File: config.mk
export PLATFORM = sky130hd
export DESIGN_NAME = draw_star_square
export DESIGN_NICKNAME = d
export VERILOG_FILES = /design/src/rtl/draw_star_square.sv
export SDC_FILE = /design/constraint.sdc
export NUM_CORES = 1
export LEC_CHECK = 0
export ABC_AREA = 1
export CORE_UTILIZATION = 37
export DETAILED_ROUTE_END_ITERATION = 16
export PLACE_DENSITY_LB_ADDON = 0.12
export SLEW_MARGIN = 20
export SYNTH_ARGS = -nofsm -noshare
export SYNTH_HDL_FRONTEND = slang
export SYNTH_SLANG_ARGS = --single-unit
File: constraint.sdc
create_clock -name clk -period 1.99 [get_ports clk]
set_input_delay 0.398 -clock clk [delete_from_list [all_inputs] [get_ports clk]]
set_output_delay 0.398 -clock clk [all_outputs]
set_load 0.02 [all_outputs]
File: src/rtl/draw_star_square.sv
// rtl/draw_star_square.sv - plots one SIDE x SIDE square for a star grid cell on a VGA adapter.
// Optional macro DRAW_OUTLINE_EN plots only the square's border pixels.
module draw_star_square #(
  parameter int          SIDE     = 4,
  parameter int          X_ORIGIN = 8,
  parameter int          Y_ORIGIN = 8,
  parameter logic [2:0]  COLOUR   = 3'b111
) (
  input  logic       clk,
  input  logic       resetn,
  input  logic       goDraw,
  input  logic [2:0] xIn,
  input  logic [2:0] yIn,
  output logic [7:0] x,
  output logic [6:0] y,
  output logic [2:0] colour,
  output logic       plot,
  output logic       doneDraw
);

  typedef enum logic [1:0] {IDLE, DRAW, DONE} state_t;

  localparam logic [2:0] LAST = 3'(SIDE - 1);

  state_t     state, state_next;
  logic [2:0] cx, cy;
  logic [7:0] base_x;
  logic [6:0] base_y;
  logic       armed;
  logic       in_range, start, last_px, edge_px;

  assign in_range = (xIn < 3'd6) && (yIn < 3'd6);
  assign start    = (state == IDLE) && goDraw && armed;
  assign last_px  = (cx == LAST) && (cy == LAST);

`ifdef DRAW_OUTLINE_EN
  assign edge_px = (cx == 3'd0) || (cx == LAST) || (cy == 3'd0) || (cy == LAST);
`else
  assign edge_px = 1'b1;
`endif

  always_ff @(posedge clk) begin
    if (!resetn) state <= IDLE;
    else         state <= state_next;
  end

  always_comb begin
    state_next = state;
    x          = 8'd0;
    y          = 7'd0;
    colour     = 3'd0;
    plot       = 1'b0;
    doneDraw   = 1'b0;
    case (state)
      IDLE: if (start) state_next = in_range ? DRAW : DONE;
      DRAW: begin
        x      = base_x + {5'd0, cx};
        y      = base_y + {4'd0, cy};
        colour = COLOUR;
        plot   = edge_px;
        if (last_px) state_next = DONE;
      end
      DONE: begin
        doneDraw = 1'b1;
        if (!goDraw) state_next = IDLE;
      end
      default: state_next = IDLE;
    endcase
  end

  // armed: a fresh request needs goDraw seen low while idle, so a held goDraw never redraws
  always_ff @(posedge clk) begin
    if (!resetn) begin
      cx     <= 3'd0;
      cy     <= 3'd0;
      base_x <= 8'd0;
      base_y <= 7'd0;
      armed  <= 1'b1;
    end else begin
      if (start)                          armed <= 1'b0;
      else if (state == IDLE && !goDraw)  armed <= 1'b1;

      if (start && in_range) begin
        base_x <= 8'(X_ORIGIN) + 8'(xIn) * 8'(SIDE);
        base_y <= 7'(Y_ORIGIN) + 7'(yIn) * 7'(SIDE);
        cx     <= 3'd0;
        cy     <= 3'd0;
      end else if (state == DRAW) begin
        if (cx == LAST) begin
          cx <= 3'd0;
          cy <= cy + 3'd1;
        end else begin
          cx <= cx + 3'd1;
        end
      end
    end
  end

endmodule

* Word-level counts from Yosys, hierarchy flattened *
Index checks and enable logic that the tools add are counted.

word-level totals
  logic and storage cells = 47
  bits of input ports = 9
  flip-flop bits (word level) = 24

cells by class
  order comparisons = 2
  multiplexer cells = 13
  reduce and logical (&&, ||, !) cells = 12
  $add $sub $neg = 6
  equal/unequal tests = 7
  bitwise operators = 1

operators by type and width
  kind                                                 number
  adder 4 x 5 -> 6 bit, first input constant           2
  adder 8 x 3 -> 8 bit                                 1
  two-way mux 2 bit                                    4
  two-way mux 8 bit                                    1
  adder 7 x 3 -> 7 bit                                 1
  two-way mux 7 bit                                    1
  adder 3 x 1 -> 3 bit, second input constant          2
  equality test 3 x 2 -> 1 bit, second input constant  2
  logical AND 1 bit                                    6
  less-than comparator 3 bit, second input constant    2
  two-way mux 3 bit                                    2
  inequality test 2 bit, second input constant         3
  one-hot mux 2 bit (3 select lines)                   1
  two-way mux 1 bit                                    4
  AND reduction 3 bit                                  1
  equality test 2 x 1 -> 1 bit, second input constant  1
  equality test 2 bit, second input constant           1
  logical NOT 2 bit                                    1
  AND reduction 2 bit                                  1
  nonzero test 2 bit                                   1
  OR reduction 2 bit                                   1
  logical NOT 1 bit                                    1
  inverter 1 bit                                       1

* Logic depth before layout (Yosys ltp) *
Gate-level depths: netlist (run 1).

  word-level depth = 5
  depth in mapped cells = 7

* Worst setup path before layout (run 1) *
OpenSTA, ideal clock, no wires.

  kind = reg2out
  start point = register cy[2]
  end point = output port y[6]
  data arrival time = 1.205 ns
  cell stages (with the launch flop) = 5
  required time = 1.592 ns
  slack = 0.387 ns
  path through = dfxtp_1 ha_1 ha_1 nand2_1 nor3_1

on the way
  longest elaborated chain between the ends = 2

RTL lines
  item                    RTL line  text
  start, declared         26        logic [2:0] cx, cy;
  start signal, assigned  91        cy <= cy + 3'd1;
  adder 7 x 3 -> 7 bit    58        y = base_y + {4'd0, cy};
  two-way mux 7 bit       54        case (state)
  end, declared           15        output logic [6:0] y,

Every way passes these cells.

* Final worst setup path (run 1) *
  start point = register cy[2]
  end point = output port y[5]

The elaborated chain is that of the path after synthesis.

==> flow_metrics.tcl, run 1 <==
set metrics [dict create \
    synth_warnings 0 \
    grt.total_usage_pct 16.0 \
    timing.final.max_slew_violations 0 \
    start_util_pct 39.2 \
    synth_edf_count 0 \
    vias 901 \
    die_x_um 53.5 \
    nets 191 \
    timing.fmax_mhz 534 \
    critPathMaxFanout 3 \
    netlist_instances 143 \
    syn_avg_cell_area_um2 6.86 \
    grt_pass1_vias 777 \
    yosys_most_used_dff "dfxtp_1" \
    post-route-min-period_ns 1.87 \
    finClkSkew_ns 0.00457 \
    core_um2 2500 \
    drc 0 \
    drtIter0Drc 10 \
    status "completed" \
    yosys.area.top_type_share_pct 34.7 \
    whs_ns 0.487 \
    grt_max_degree 15 \
    pin_count 29 \
    cts_buffer_depth 2 \
    first_pass_iters 4 \
    syn_nets 161 \
    worstPathArrival_ns 1.48 \
    cts_tree "done" \
    num_antenna_cells 0 \
    ant_nets 0 \
    synthesis.area_um2 981 \
    crit_type "register to primary output" \
    clock_tree.root_cell "clkbuf_4" \
    synth_cell_types 26 \
    drt-total-wl_um 2010 \
    post-route-period-util_pct 94.2 \
    gp_congestion 0.730 \
    max-cap-violations 0 \
    rsz0062_at_grt "no" \
    tns_ns 0 \
    antenna_found_initial 0 \
    ys_seq_area_share_pct 34.7 \
    yosysMostFrequentCell "nor2_1" \
    io_buffers 27 \
    vias_per_cell 4.46 \
    clk_pin_slew_ns 0.10 \
    ir_drop_mv 0.415 \
    grt_overflow 0 \
    pwr_density_cell_nw_per_um2 605 \
    regToRegSetupSlack_ns 0.59 \
    cts_buffers 3 \
    netlist_top_cells_area "dfxtp_1 35%, nor2_1 13%, ha_1 11%, nand2_1 9.6%, inv_1 8.4%" \
    clock_latency_ns 0.29 \
    synth_common_cells "34 x nor2_1, 25 x nand2_1, 22 x inv_1, 17 x dfxtp_1, 9 x ha_1" \
    finalHoldViolCount 0 \
    async_flop_share_pct 0 \
    grt_pass1_wl_um 3170 \
    cts_sinks 17 \
    row_count 18 \
    area_delta_synth_final_pct 29.5 \
    drive_above_1_share_pct 12.2 \
    cts_max_level 1 \
    p_total_w 0.000768 \
    routedWlPerCell_um 9.97 \
    dieArea_um2 2860 \
    p_leak_nw 0.646 \
    die_h_um 53.5 \
    critPathRequiredTime_ns 1.59 \
    dpl.hpwl_um 1550 \
    finalSetupViolCount 0 \
    synth_seq_cells 17 \
    yosys.area.top_type "dfxtp_1" \
    cp-start-kind "register" \
    hold_path_class "register to register" \
    setup.worst_path.end_class "primary output" \
]
where the power goes:
group | switching (W) | leakage [nW] | total, W | internal, W
combinational | 0.000109 | 0.493 | 0.000193 | 0.0000844
clock | 0.000113 | 0.0150 | 0.000191 | 0.0000780
sequential | 0.0000213 | 0.139 | 0.000384 | 0.000363
total | 0.000243 | 0.646 | 0.000768 | 0.000526
sequential cells by signal, summed over array words and instances (netlist names):
signal,cells
armed,1
base_y,4
cx,3
base_x,4
cy,3
state,2
through the flow:
stage | instances | utilization (%) | cell area, um2 | setup slack (ns)
floorplan | 143 | - | 981 | 0.387
global placement | 198 | 51.6 | 1290 | 0.0531
detailed placement | 198 | 51.6 | 1290 | 0.0163
CTS | 202 | 52.1 | 1300 | 0.00722
global route | 202 | 50.8 | 1270 | 0.0122
finish | 202 | 50.8 | 1270 | 0.116
what timing repair did:
action	4_1_cts	5_1_grt
hold buffers	0	0
buffers inserted	0	0
hold endpoints to repair	0	0
gates resized for setup	28	11
setup endpoints to repair	18	8
path summary, 6_finish.rpt:
path / start / end / cells past startpoint
setup / recovery: cy[2]$_SDFFE_PP0P_ / y[5] / 5
hold / removal: base_x[5]$_SDFFE_PN0P_ / base_x[5]$_SDFFE_PN0P_ / 2
setup reg to reg: cx[1]$_SDFFE_PP0P_ / cy[2]$_SDFFE_PP0P_ / 6
hold reg to reg: base_x[5]$_SDFFE_PN0P_ / base_x[5]$_SDFFE_PN0P_ / 2
metal layers:
metal	wire length (um)	track usage, %
met5	0	0
met4	15	7.89
met2	951	26.9
met1	963	18.9
met3	84	3.45
final cells by class:
type | instances | area (um2)
well taps | 30 | 37.5
clock buffers | 4 | 26.3
flip-flops and latches | 17 | 342
multi-input cells | 96 | 504
fillers | 253 | 1230
repair buffers | 32 | 274
inverters | 23 | 86.3
cell families after synthesis:
group | share of synthesized area (%)
AO/OA/AOI/OAI | 8.16
XOR/XNOR | 0.893
adder cells (fa/ha/maj) | 11.5
buffers and inverters | 13.9
flip-flops | 34.7
other | 0.382
AND/OR/NAND/NOR | 30.5
cells in the final DEF, fill, tap and decap left out, types with 3 or more instances in the layout:
| master | count |
|---|---|
| buf_2 | 3 |
| nand2_1 | 25 |
| dlygate4sd2_1 | 11 |
| nand3_1 | 4 |
| a21oi_1 | 5 |
| o21ai_0 | 4 |
| clkdlybuf4s50_1 | 8 |
| nor2_1 | 34 |
| clkbuf_2 | 4 |
| inv_1 | 22 |
| ha_1 | 9 |
| dfxtp_1 | 16 |
| nor3_1 | 3 |
| buf_4 | 4 |
| clkbuf_4 | 3 |
critical path: stages (launching register included):
cell and delay (ns):
dfxtp_1 0.34, ha_1 0.21, nand3_1 0.11, o21ai_0 0.08, a21oi_1 0.11, dlygate4sd2_1 0.34
No activity file was read; power rests on OpenSTA's default activity.
==> inputs of run 2 (changes only) <==
--- a/config.mk
+++ b/config.mk
@@ -9,7 +9,6 @@
 export CORE_UTILIZATION = 37
 export DETAILED_ROUTE_END_ITERATION = 16
 export PLACE_DENSITY_LB_ADDON = 0.12
-export SLEW_MARGIN = 20
 export SYNTH_ARGS = -nofsm -noshare
 export SYNTH_HDL_FRONTEND = slang
 export SYNTH_SLANG_ARGS = --single-unit
==> results of run 2 <==
Same layout as run 1: the final DEF is identical, and so are final timing and power.
==> inputs of run 3 (changes only) <==
--- a/config.mk
+++ b/config.mk
@@ -8,6 +8,7 @@
 export ABC_AREA = 1
 export CORE_UTILIZATION = 37
 export DETAILED_ROUTE_END_ITERATION = 16
+export HOLD_SLACK_MARGIN = 0.03
 export PLACE_DENSITY_LB_ADDON = 0.12
 export SYNTH_ARGS = -nofsm -noshare
 export SYNTH_HDL_FRONTEND = slang
==> results of run 3 <==
Same layout as run 1: the final DEF is identical, and so are final timing and power.
